[src/rtl/switch_pkg.sv]
// Shared definitions for the switch output-port arbiter.
//   NUM_IN_DEFAULT    : number of input queues sharing the port
//   DATA_W_DEFAULT    : width of one data byte on the serial path
//   STALL_MAX_DEFAULT : consecutive unread-ready cycles before a stall error
//   arb_state_e       : arbiter FSM states (IDLE, XFER)
package switch_pkg;

  localparam int NUM_IN_DEFAULT    = 4;
  localparam int DATA_W_DEFAULT    = 8;
  localparam int STALL_MAX_DEFAULT = 255;

  typedef enum logic [0:0] {
    IDLE = 1'b0,
    XFER = 1'b1
  } arb_state_e;

endpackage

[src/rtl/rr_arbiter.sv]
// Combinational round-robin selector.
// Ports:
//   req        in  NUM_IN          request vector
//   last_ptr   in  $clog2(NUM_IN)  index of the previous owner
//   gnt_onehot out NUM_IN          one-hot winner (zero when no request)
//   gnt_idx    out $clog2(NUM_IN)  winner index (zero when no request)
//   gnt_valid  out 1               at least one request present
// The search starts at last_ptr+1 and wraps from NUM_IN-1 to 0, so the
// previous owner has the lowest priority.
module rr_arbiter
  import switch_pkg::*;
#(
  parameter int NUM_IN = NUM_IN_DEFAULT
) (
  input  logic [NUM_IN-1:0]         req,
  input  logic [$clog2(NUM_IN)-1:0] last_ptr,
  output logic [NUM_IN-1:0]         gnt_onehot,
  output logic [$clog2(NUM_IN)-1:0] gnt_idx,
  output logic                      gnt_valid
);

  localparam int IDX_W = $clog2(NUM_IN);

  // First requester after last_ptr in circular order.
  always_comb begin
    gnt_onehot = {NUM_IN{1'b0}};
    gnt_idx    = {IDX_W{1'b0}};
    gnt_valid  = 1'b0;
    for (int off = 1; off <= NUM_IN; off++) begin : scan
      int cand;
      cand = int'(last_ptr) + off;
      if (cand >= NUM_IN) begin
        cand = cand - NUM_IN;
      end else begin
        cand = cand;
      end
      if (!gnt_valid && req[cand]) begin
        gnt_valid        = 1'b1;
        gnt_idx          = IDX_W'(cand);
        gnt_onehot[cand] = 1'b1;
      end else begin
        gnt_valid = gnt_valid;
      end
    end
  end

endmodule

[src/rtl/switch_port_arbiter.sv]
// Packet-level round-robin arbiter feeding NUM_IN byte queues into one
// registered output slot.
// Ports:
//   clk, rst    clock and asynchronous active-high reset
//   in_valid    per-queue head byte valid
//   in_data     per-queue head byte, queue i at [i*DATA_W +: DATA_W]
//   in_last     per-queue head byte ends its packet
//   in_pop      one-hot pop strobe to the granted queue (combinational)
//   port_out    registered output byte
//   port_ready  port_out holds a valid byte
//   port_read   consumer takes port_out this cycle
//   grant       index of the current or most recent owner
//   busy        a packet is in progress
//   stall_err   sticky: the consumer left a ready byte unread STALL_MAX cycles
module switch_port_arbiter
  import switch_pkg::*;
#(
  parameter int NUM_IN    = NUM_IN_DEFAULT,
  parameter int DATA_W    = DATA_W_DEFAULT,
  parameter int STALL_MAX = STALL_MAX_DEFAULT
) (
  input  logic                      clk,
  input  logic                      rst,
  input  logic [NUM_IN-1:0]         in_valid,
  input  logic [NUM_IN*DATA_W-1:0]  in_data,
  input  logic [NUM_IN-1:0]         in_last,
  output logic [NUM_IN-1:0]         in_pop,
  output logic [DATA_W-1:0]         port_out,
  output logic                      port_ready,
  input  logic                      port_read,
  output logic [$clog2(NUM_IN)-1:0] grant,
  output logic                      busy,
  output logic                      stall_err
);

  localparam int IDX_W = $clog2(NUM_IN);
  localparam int CNT_W = $clog2(STALL_MAX + 1);
  localparam logic [IDX_W-1:0]  RR_RESET  = IDX_W'(NUM_IN - 1);
  localparam logic [NUM_IN-1:0] OH_RESET  = {{(NUM_IN-1){1'b0}}, 1'b1};
  localparam logic [CNT_W-1:0]  CNT_MAX   = CNT_W'(STALL_MAX);
  localparam logic [CNT_W-1:0]  CNT_ONE   = {{(CNT_W-1){1'b0}}, 1'b1};

  arb_state_e          state_r;
  arb_state_e          state_next_s;
  logic                busy_r;
  logic [IDX_W-1:0]    grant_r;
  logic [NUM_IN-1:0]   grant_oh_r;
  logic [IDX_W-1:0]    rr_ptr_r;
  logic [DATA_W-1:0]   port_out_r;
  logic                port_ready_r;
  logic [CNT_W-1:0]    stall_cnt_r;
  logic [CNT_W-1:0]    stall_cnt_next_s;
  logic                stall_err_r;

  logic                slot_free_s;
  logic                pop_s;
  logic                arb_load_s;
  logic                arb_valid_s;
  logic [IDX_W-1:0]    arb_idx_s;
  logic [NUM_IN-1:0]   arb_onehot_s;
  logic                head_valid_s;
  logic                head_last_s;
  logic [DATA_W-1:0]   head_data_s;

  rr_arbiter #(
    .NUM_IN (NUM_IN)
  ) u_rr (
    .req        (in_valid),
    .last_ptr   (rr_ptr_r),
    .gnt_onehot (arb_onehot_s),
    .gnt_idx    (arb_idx_s),
    .gnt_valid  (arb_valid_s)
  );

  // The slot can take a new byte when empty or being drained this cycle.
  assign slot_free_s = !port_ready_r || port_read;

  // Head-of-queue view of the granted queue, muxed by the one-hot grant.
  always_comb begin
    head_valid_s = |(in_valid & grant_oh_r);
    head_last_s  = |(in_last & grant_oh_r);
    head_data_s  = {DATA_W{1'b0}};
    for (int i = 0; i < NUM_IN; i++) begin
      head_data_s = head_data_s | (in_data[i*DATA_W +: DATA_W] & {DATA_W{grant_oh_r[i]}});
    end
  end

  // Next-state logic and the pop strobe.
  always_comb begin
    state_next_s = state_r;
    pop_s        = 1'b0;
    arb_load_s   = 1'b0;
    case (state_r)
      IDLE: begin
        if (arb_valid_s) begin
          arb_load_s   = 1'b1;
          state_next_s = XFER;
        end else begin
          state_next_s = IDLE;
        end
      end
      XFER: begin
        // A missing head byte simply waits; there is no timeout.
        if (head_valid_s && slot_free_s) begin
          pop_s = 1'b1;
          if (head_last_s) begin
            state_next_s = IDLE;
          end else begin
            state_next_s = XFER;
          end
        end else begin
          state_next_s = XFER;
        end
      end
      default: begin
        state_next_s = IDLE;
      end
    endcase
    in_pop = grant_oh_r & {NUM_IN{pop_s}};
  end

  // Stall counter next value: counts unread ready cycles, saturating.
  always_comb begin
    if (port_ready_r && !port_read) begin
      if (stall_cnt_r < CNT_MAX) begin
        stall_cnt_next_s = stall_cnt_r + CNT_ONE;
      end else begin
        stall_cnt_next_s = stall_cnt_r;
      end
    end else begin
      stall_cnt_next_s = {CNT_W{1'b0}};
    end
  end

  // FSM state register and its registered busy flag.
  always_ff @(posedge clk or posedge rst) begin
    if (rst) begin
      state_r <= IDLE;
      busy_r  <= 1'b0;
    end else begin
      state_r <= state_next_s;
      busy_r  <= (state_next_s == XFER);
    end
  end

  // Grant capture at arbitration; rr pointer moves only when a packet ends.
  always_ff @(posedge clk or posedge rst) begin
    if (rst) begin
      grant_r    <= {IDX_W{1'b0}};
      grant_oh_r <= OH_RESET;
      rr_ptr_r   <= RR_RESET;
    end else begin
      if (arb_load_s) begin
        grant_r    <= arb_idx_s;
        grant_oh_r <= arb_onehot_s;
      end else begin
        grant_r    <= grant_r;
        grant_oh_r <= grant_oh_r;
      end
      if (pop_s && head_last_s) begin
        rr_ptr_r <= grant_r;
      end else begin
        rr_ptr_r <= rr_ptr_r;
      end
    end
  end

  // Output slot: load on pop, empty on read, otherwise hold the byte.
  always_ff @(posedge clk or posedge rst) begin
    if (rst) begin
      port_out_r   <= {DATA_W{1'b0}};
      port_ready_r <= 1'b0;
    end else if (pop_s) begin
      port_out_r   <= head_data_s;
      port_ready_r <= 1'b1;
    end else if (port_read) begin
      port_ready_r <= 1'b0;
    end else begin
      port_ready_r <= port_ready_r;
    end
  end

  // Stall counter and the sticky error it raises on reaching STALL_MAX.
  always_ff @(posedge clk or posedge rst) begin
    if (rst) begin
      stall_cnt_r <= {CNT_W{1'b0}};
      stall_err_r <= 1'b0;
    end else begin
      stall_cnt_r <= stall_cnt_next_s;
      stall_err_r <= stall_err_r | (stall_cnt_next_s == CNT_MAX);
    end
  end

  assign port_out   = port_out_r;
  assign port_ready = port_ready_r;
  assign grant      = grant_r;
  assign busy       = busy_r;
  assign stall_err  = stall_err_r;

endmodule

[config.mk]
export PLATFORM = sky130hd
export DESIGN_NAME = switch_port_arbiter
export DESIGN_NICKNAME = d
export VERILOG_FILES = /design/src/rtl/switch_pkg.sv /design/src/rtl/rr_arbiter.sv /design/src/rtl/switch_port_arbiter.sv
export SDC_FILE = /design/constraint.sdc
export NUM_CORES = 1
export LEC_CHECK = 0
export ABC_AREA = 1
export BUFFER_PORTS_ARGS = -buffer_cell sky130_fd_sc_hd__buf_2
export CAP_MARGIN = 40
export CORE_MARGIN = 4
export CORE_UTILIZATION = 40
export DETAILED_ROUTE_END_ITERATION = 12
export GPL_ROUTABILITY_DRIVEN = 0
export PLACE_DENSITY_LB_ADDON = 0.1
export SLEW_MARGIN = 5
export SYNTH_ARGS = -nofsm -noshare
export SYNTH_HDL_FRONTEND = slang
export SYNTH_SLANG_ARGS = --single-unit
[constraint.sdc]
create_clock -name clk -period 2.1 [get_ports clk]
set_clock_uncertainty 0.15 [all_clocks]
set_input_delay 0.42 -clock clk [delete_from_list [all_inputs] [get_ports clk]]
set_output_delay 0.42 -clock clk [all_outputs]
set_load 0.005 [all_outputs]
# Word level (Yosys, flattened, before mapping)
# Cells that the tools add are included.
# word_totals
regBits	27
word_cells	112
input_bits	43
output_inout_bits	17
# op_classes
order_cmp	13
muxes	47
addsub	9
bitwise	15
eq_ne	1
n_reduce_logical	19
# ops
op	count
$ge 32x1->1 const B	4
$ge 32x4->1 const B	4
$lt 32x4->1 const B	4
$mux 32	4
$sub 32x4->32 const B	4
$and 8x8->8	4
$mux 1	24
$or 8x8->8	3
$mux 4	4
$mux 8	2
$and 4x4->4	3
$or 4x4->4	3
$logic_and 1x1->1	10
$add 8x1->8 const B	1
$bmux 1 s2	4
$demux 1 s2	4
$eq 8x8->1 const B	1
$lt 8x8->1 const B	1
$mux 2	4
$reduce_or 4->1	2
$add 2x2->3 const B	2
$logic_not 1->1	5
$add 2x3->4 const B	1
$add 2x1->3 const B	1
other kinds (5)	5

# Logic depth before layout (Yosys ltp)
# depth
ltp_word	18
mapped_depth	13
mapped_depth_nobuf	12

# Modules after synthesis
# A second synthesis with hierarchy kept.
# unflattened
hier_cells	276
area_unflattened_um2	1989.4
# modules_own_cells
module	area_per_inst_um2	cells_per_inst	seq_area_each_um2	n_inst
switch_port_arbiter	1481.4	195	679.4	1
rr_arbiter	508.0	81	0.0	1

# Least setup slack after synthesis
# OpenSTA, ideal clock, no wires.
# synth_timing
path_type	reg2reg
from	register rr_ptr_r[0]
to	register grant_r[1] (netlist: grant[1])
synth_period_minus_slack_ns	2.091
arrival_time_ns	1.824
setup_ns	0.116
required_ns	1.834
path_buffers	1
path_stages_with_launch	13
slack_ns	0.009
cell_sequence	dfstp_2 buf_6 inv_8 ha_1 inv_2 nand3_4 nand2_4 nor2_4 nand3_2 nand2_4 inv_4 nand2_1 nand2_1
# synth_between
elab_chain_cells	18
elab_cells_between_ends	44
classes_between	8 x add/sub; 4 x order compare; 26 x mux; 6 x reduce/logical
# synth_rtl
item	line_no	text
from (decl)	switch_port_arbiter.sv:48	logic [IDX_W-1:0] rr_ptr_r;
from (signal assigned)	switch_port_arbiter.sv:161	rr_ptr_r <= grant_r;
from (signal assigned)	switch_port_arbiter.sv:163	rr_ptr_r <= rr_ptr_r;
$add 2x1->3	rr_arbiter.sv:31	cand = int'(last_ptr) + off;
$sub 32x4->32 / $ge 32x4->1 (equally long branches)	rr_arbiter.sv:33, rr_arbiter.sv:32	
$mux 32	rr_arbiter.sv:32	if (cand >= NUM_IN) begin
$bmux 1 s2	rr_arbiter.sv:37	if (!gnt_valid && req[cand]) begin
$mux 1 (not written as such) (2 in series)	rr_arbiter.sv:37	
$mux 1	rr_arbiter.sv:37	
$logic_not 1->1	rr_arbiter.sv:37	
$logic_and 1x1->1	rr_arbiter.sv:37	
$mux 1	rr_arbiter.sv:37	
$logic_not 1->1	rr_arbiter.sv:37	
$logic_and 1x1->1	rr_arbiter.sv:37	
$mux 1	rr_arbiter.sv:37	
$logic_not 1->1	rr_arbiter.sv:37	
$logic_and 1x1->1	rr_arbiter.sv:37	
$mux 1	rr_arbiter.sv:37	
$mux 1	switch_port_arbiter.sv:95	if (arb_valid_s) begin
$mux 1	switch_port_arbiter.sv:93	case (state_r)
to (signal assigned)	switch_port_arbiter.sv:149	grant_r <= {IDX_W{1'b0}};
to (signal assigned)	switch_port_arbiter.sv:154	grant_r <= arb_idx_s;
to (signal assigned)	switch_port_arbiter.sv:157	grant_r <= grant_r;
to (decl)	switch_port_arbiter.sv:46	logic [IDX_W-1:0] grant_r;
# Several ways; a longest one is shown, not always the timed one. The select of a mux whose other input is x is not followed.
# A chain may end at the register's enable or synchronous reset.

# Worst setup path in the final report
# layout_timing
from	register rr_ptr_r[0]
to	register grant_oh_r[1]
# layout_between
elab_chain_cells	18
elab_cells_between_ends	67
classes_between	8 x add/sub; 12 x order compare; 34 x mux; 3 x bitwise; 10 x reduce/logical
# layout_rtl
item	line_no	text
branches (longest 18 deep; another with $sub 32x4->32)	-	
to (signal assigned)	switch_port_arbiter.sv:155	grant_oh_r <= arb_onehot_s;
to (signal assigned)	switch_port_arbiter.sv:158	grant_oh_r <= grant_oh_r;
to (decl)	switch_port_arbiter.sv:47	logic [NUM_IN-1:0] grant_oh_r;
# Parallel ways; which one is timed is not known. The select of a mux whose other input is x is not followed.

==> run_results.csv <==
group,metric,value,unit
clocking,htreeDepth,1,
timing,fmax,0.500,GHz
drt,routed_wirelength,5350,um
timing,tns,0,ns
floorplan,ios,60,
timing,worst_pin_slew,0.364,ns
logic_synthesis,yosysSeqAreaShare,33.8,%
drt,drtIter0Drc,74,
clocking,clock_latency,0.28,ns
layout,seq_area,679,um^2
min_path,hold_path.class,"in -> async",
worst_setup_path,cp.arrival,2.03,ns
worst_setup_path,crit_type,"reg -> reg",
power,switchingPower,235,uW
drt,antenna_left,0,
drt,drt-vias-per-instance,4.88,
timing,min_period,2.00,ns
logic_synthesis,synthCells,278,
timing,setup_viol,0,
global_route,grt_max_degree,28,
clocking,clk_pin_slew,0.11,ns
global_route,grt_antenna_before_repair,0,
layout,finalNetCount,397,
floorplan,start_util,42.0,%
floorplan,die_h,78.9,um
timing,rsz0062_at_grt,"no",
worst_setup_path,critPathMaxFanout,7,
worst_setup_path,critical_path.max_stage_delay,0.60,ns
drt,drc_errors,0,
place,numPlacedInstances,407,
timing,period_share,95.2,%
timing,slew_headroom,75.7,%
place,hpwl,4080,um
power,worst_ir_drop_vdd,242,uV
worst_setup_path,startpoint_type,"flip-flop",
logic_synthesis,async_flop_share,100,%
drt,met1_length,2490,um
logic_synthesis,yosys.cell_types.count,34,
logic_synthesis,synthFlopType,"dfrtp_1",
clocking,post-cts-setup-buffers,0,
run,maxCapViolCount,0,
clocking,numCtsBuffers,3,
clocking,cts_tree,"built",
clocking,cts_num_sinks,27,
global_route,grt_pass1_vias,1911,
logic_synthesis,ys_warn_count,0,
power,p_clk_share,33.5,%
drt,dr_total_vias,2007,
global_route,grt_util_all_layers,17.9,%
global_route,grt_pass1_wl,9040,um
layout,diodes,0,
clocking,clockBufferDepth,2,
timing,slew_viol_final,0,
layout,multi_input_area,1170,um^2
logic_synthesis,syn_nets,330,
floorplan,fp.coreArea,4790,um^2
clocking,ctsHoldBuffers,0,
drt,dr.max_layer_used,"met4",
worst_setup_path,cp.required,2.13,ns
layout,design_area,2500,um^2
power,pwr-share-comb,10.8,%
layout,drive_above_1_share,31.4,%
power,switching_share,25.1,%
run_status,status,"complete, no violations",
floorplan,dieArea,6220,um^2
drt,wl_met2,2530,um
global_route,grt_overflow,0,
drt,dr_wl_met3,284,um
worst_setup_path,worstPathCellList,"inv_8 -> ha_4 -> inv_2 -> nand3_4 -> nand2_4 -> nor2_4 -> nand3_2 -> nand2_4 -> inv_4 -> nand2_1 -> nand2_1",
place,place_area,2420,um^2
floorplan,num_rows,25,
worst_setup_path,cpMaxStageDelayCell,"dfstp_2",
power,p_seq_share,55.6,%
floorplan,die_w,78.9,um
place,io_buffer_count,59,
logic_synthesis,avgSynthCellArea,7.22,um^2
clocking,root_buffer,"clkbuf_8",
logic_synthesis,synth-seq-cells,27,
power,leakage,0.00132,uW
logic_synthesis,syn_area,2010,um^2
worst_setup_path,crit_path_end_kind,"flip-flop",
layout,syn2layout_area_growth,24.5,%
layout,nFillCells,492,
power,power_density,374,nW/um^2
layout,layout.cells.non_filler,411,
drt,firstDrtPassIters,4,
drt,wl_per_cell,13.0,um
timing,final_hold_viol_count,0,
logic_synthesis,synth_edf_count,0,
power,p_int,700,uW
## routing by layer
| metal | global-route usage (%) | vias to the layer above |
|---|---|---|
| li1 | - | 1042 |
| met1 | 25.2 | 907 |
| met2 | 29.3 | 54 |
| met3 | 2.04 | 4 |
| met4 | 4.81 | 0 |
| met5 | 0 | - |
## metrics by stage
| stage | hold slack [ns] | utilization, % | power, uW | setup WS [ns] |
|---|---|---|---|---|
| detailed placement | 0.299 | 50.6 | 631 | -0.0277 |
| floorplan | 0.307 | - | 578 | 0.00926 |
| CTS | 0.0397 | 52.0 | 941 | 0.0369 |
| global placement | 0.295 | 50.6 | 630 | 0.0446 |
| finish | 0.0300 | 52.3 | 935 | 0.101 |
| global route | 0.0889 | 52.3 | 976 | 0.0119 |
## area by class of cell
| class | instances | area share, % |
|---|---|---|
| Inverter | 31 | 5.15 |
| Tap cell | 67 | 3.35 |
| Clock inverter | 1 | 0.300 |
| Clock buffer | 3 | 1.65 |
| Sequential cell | 27 | 27.2 |
| Timing Repair Buffer | 71 | 15.4 |
| Multi-Input combinational cell | 211 | 47.0 |
## power by group through the flow
stage          clock, uW  combinational (uW)  sequential (uW)
2_1_floorplan          0                47.8              530
3_3_place_gp           0                 100              530
3_5_place_dp           0                 101              530
4_1_cts              320                 101              520
5_1_grt              342                 115              520
6_report             313                 101              520
## state kept, by name, indices dropped and copies added, names as in the netlist
| signal | cells |
|---|---|
| busy | 1 |
| port_ready | 1 |
| grant | 2 |
| stall_err | 1 |
| stall_cnt_r | 8 |
| port_out | 8 |
| grant_oh_r | 4 |
| rr_ptr_r | 2 |
## final timing paths
kind / start / endpoint / slack [ns] / depth (start not counted)
setup / recovery: rr_ptr_r[0]$_DFFE_PP1P_ / grant_oh_r[1]$_DFFE_PP0P_ / 0.10 / 11
hold / removal: rst / stall_err$_DFF_PP0_ / 0.03 / 3
setup reg to reg: rr_ptr_r[0]$_DFFE_PP1P_ / grant_oh_r[1]$_DFFE_PP0P_ / 0.10 / 11
hold reg to reg: stall_err$_DFF_PP0_ / stall_err$_DFF_PP0_ / 0.33 / 2
max in group asynchronous: rst / rr_ptr_r[1]$_DFFE_PP1P_ / 1.45 / 3
min in group clk: in_data[13] / port_out[5]$_DFFE_PP0P_ / 0.27 / 3
## logic make-up (layout without fill, tap and decap cells)
group                    count (synthesis)  in the layout  share of synthesized area, %
AND/OR/NAND/NOR                        164            164                          39.4
flip-flops                              27             27                          33.8
adder cells (fa/ha/maj)                  9              9                          5.61
AO/OA/AOI/OAI                           38             38                          12.0
buffers and inverters                   40            106                          9.16
## cell usage in the layout, fill, tap and decap left out, types with 4 or more instances in the layout
cell	Yosys	layout
a21boi_0	4	4
a21oi_1	10	10
a221oi_1	8	8
buf_2	2	59
buf_4	1	12
dfrtp_1	24	24
ha_1	9	8
inv_1	26	25
nand2_1	92	91
nand2_2	7	8
nand2_4	5	5
nand3_1	22	21
nand4_1	9	9
nor2_1	16	15
o21ai_0	9	9
## cell usage after synthesis (2+ instances only)
| cell | instances | area (um^2) |
|---|---|---|
| nand2_1 | 92 | 345 |
| nand3_2 | 2 | 20.0 |
| a21oi_1 | 10 | 50.1 |
| nand3_1 | 22 | 110 |
| nand4_1 | 9 | 56.3 |
| inv_1 | 26 | 97.6 |
| a31oi_1 | 2 | 12.5 |
| inv_4 | 2 | 12.5 |
| inv_2 | 2 | 7.51 |
| nand3b_1 | 2 | 15.0 |
| clkbuf_1 | 4 | 15.0 |
| buf_2 | 2 | 10.0 |
| nand2_2 | 7 | 43.8 |
| nand2_4 | 5 | 56.3 |
| nor2_2 | 2 | 12.5 |
| nand3_4 | 2 | 35.0 |
| o21ai_1 | 2 | 10.0 |
| and3_1 | 2 | 12.5 |
| a21boi_0 | 4 | 30.0 |
| dfstp_2 | 3 | 78.8 |
| a221oi_1 | 8 | 70.1 |
| o21ai_0 | 9 | 45.0 |
| nor2_1 | 16 | 60.1 |
| ha_1 | 9 | 113 |
| buf_6 | 2 | 22.5 |
| dfrtp_1 | 24 | 601 |
## what timing repair did
| action | in CTS | in global routing |
|---|---|---|
| cloned | 0 | 0 |
| endpoints found under the setup margin | 9 | 7 |
| pin swaps | 1 | 1 |
| resized for setup | 3 | 4 |
## critical path: cells and delay by family, from the launching register on
kind                       cells  cell delay (ns)
and+or+nand+nor                7             0.68
adders and majority gates      1             0.29
buffers and inverters          3             0.17
DFF                            1             0.60
Power figures use the tool's default switching activity.
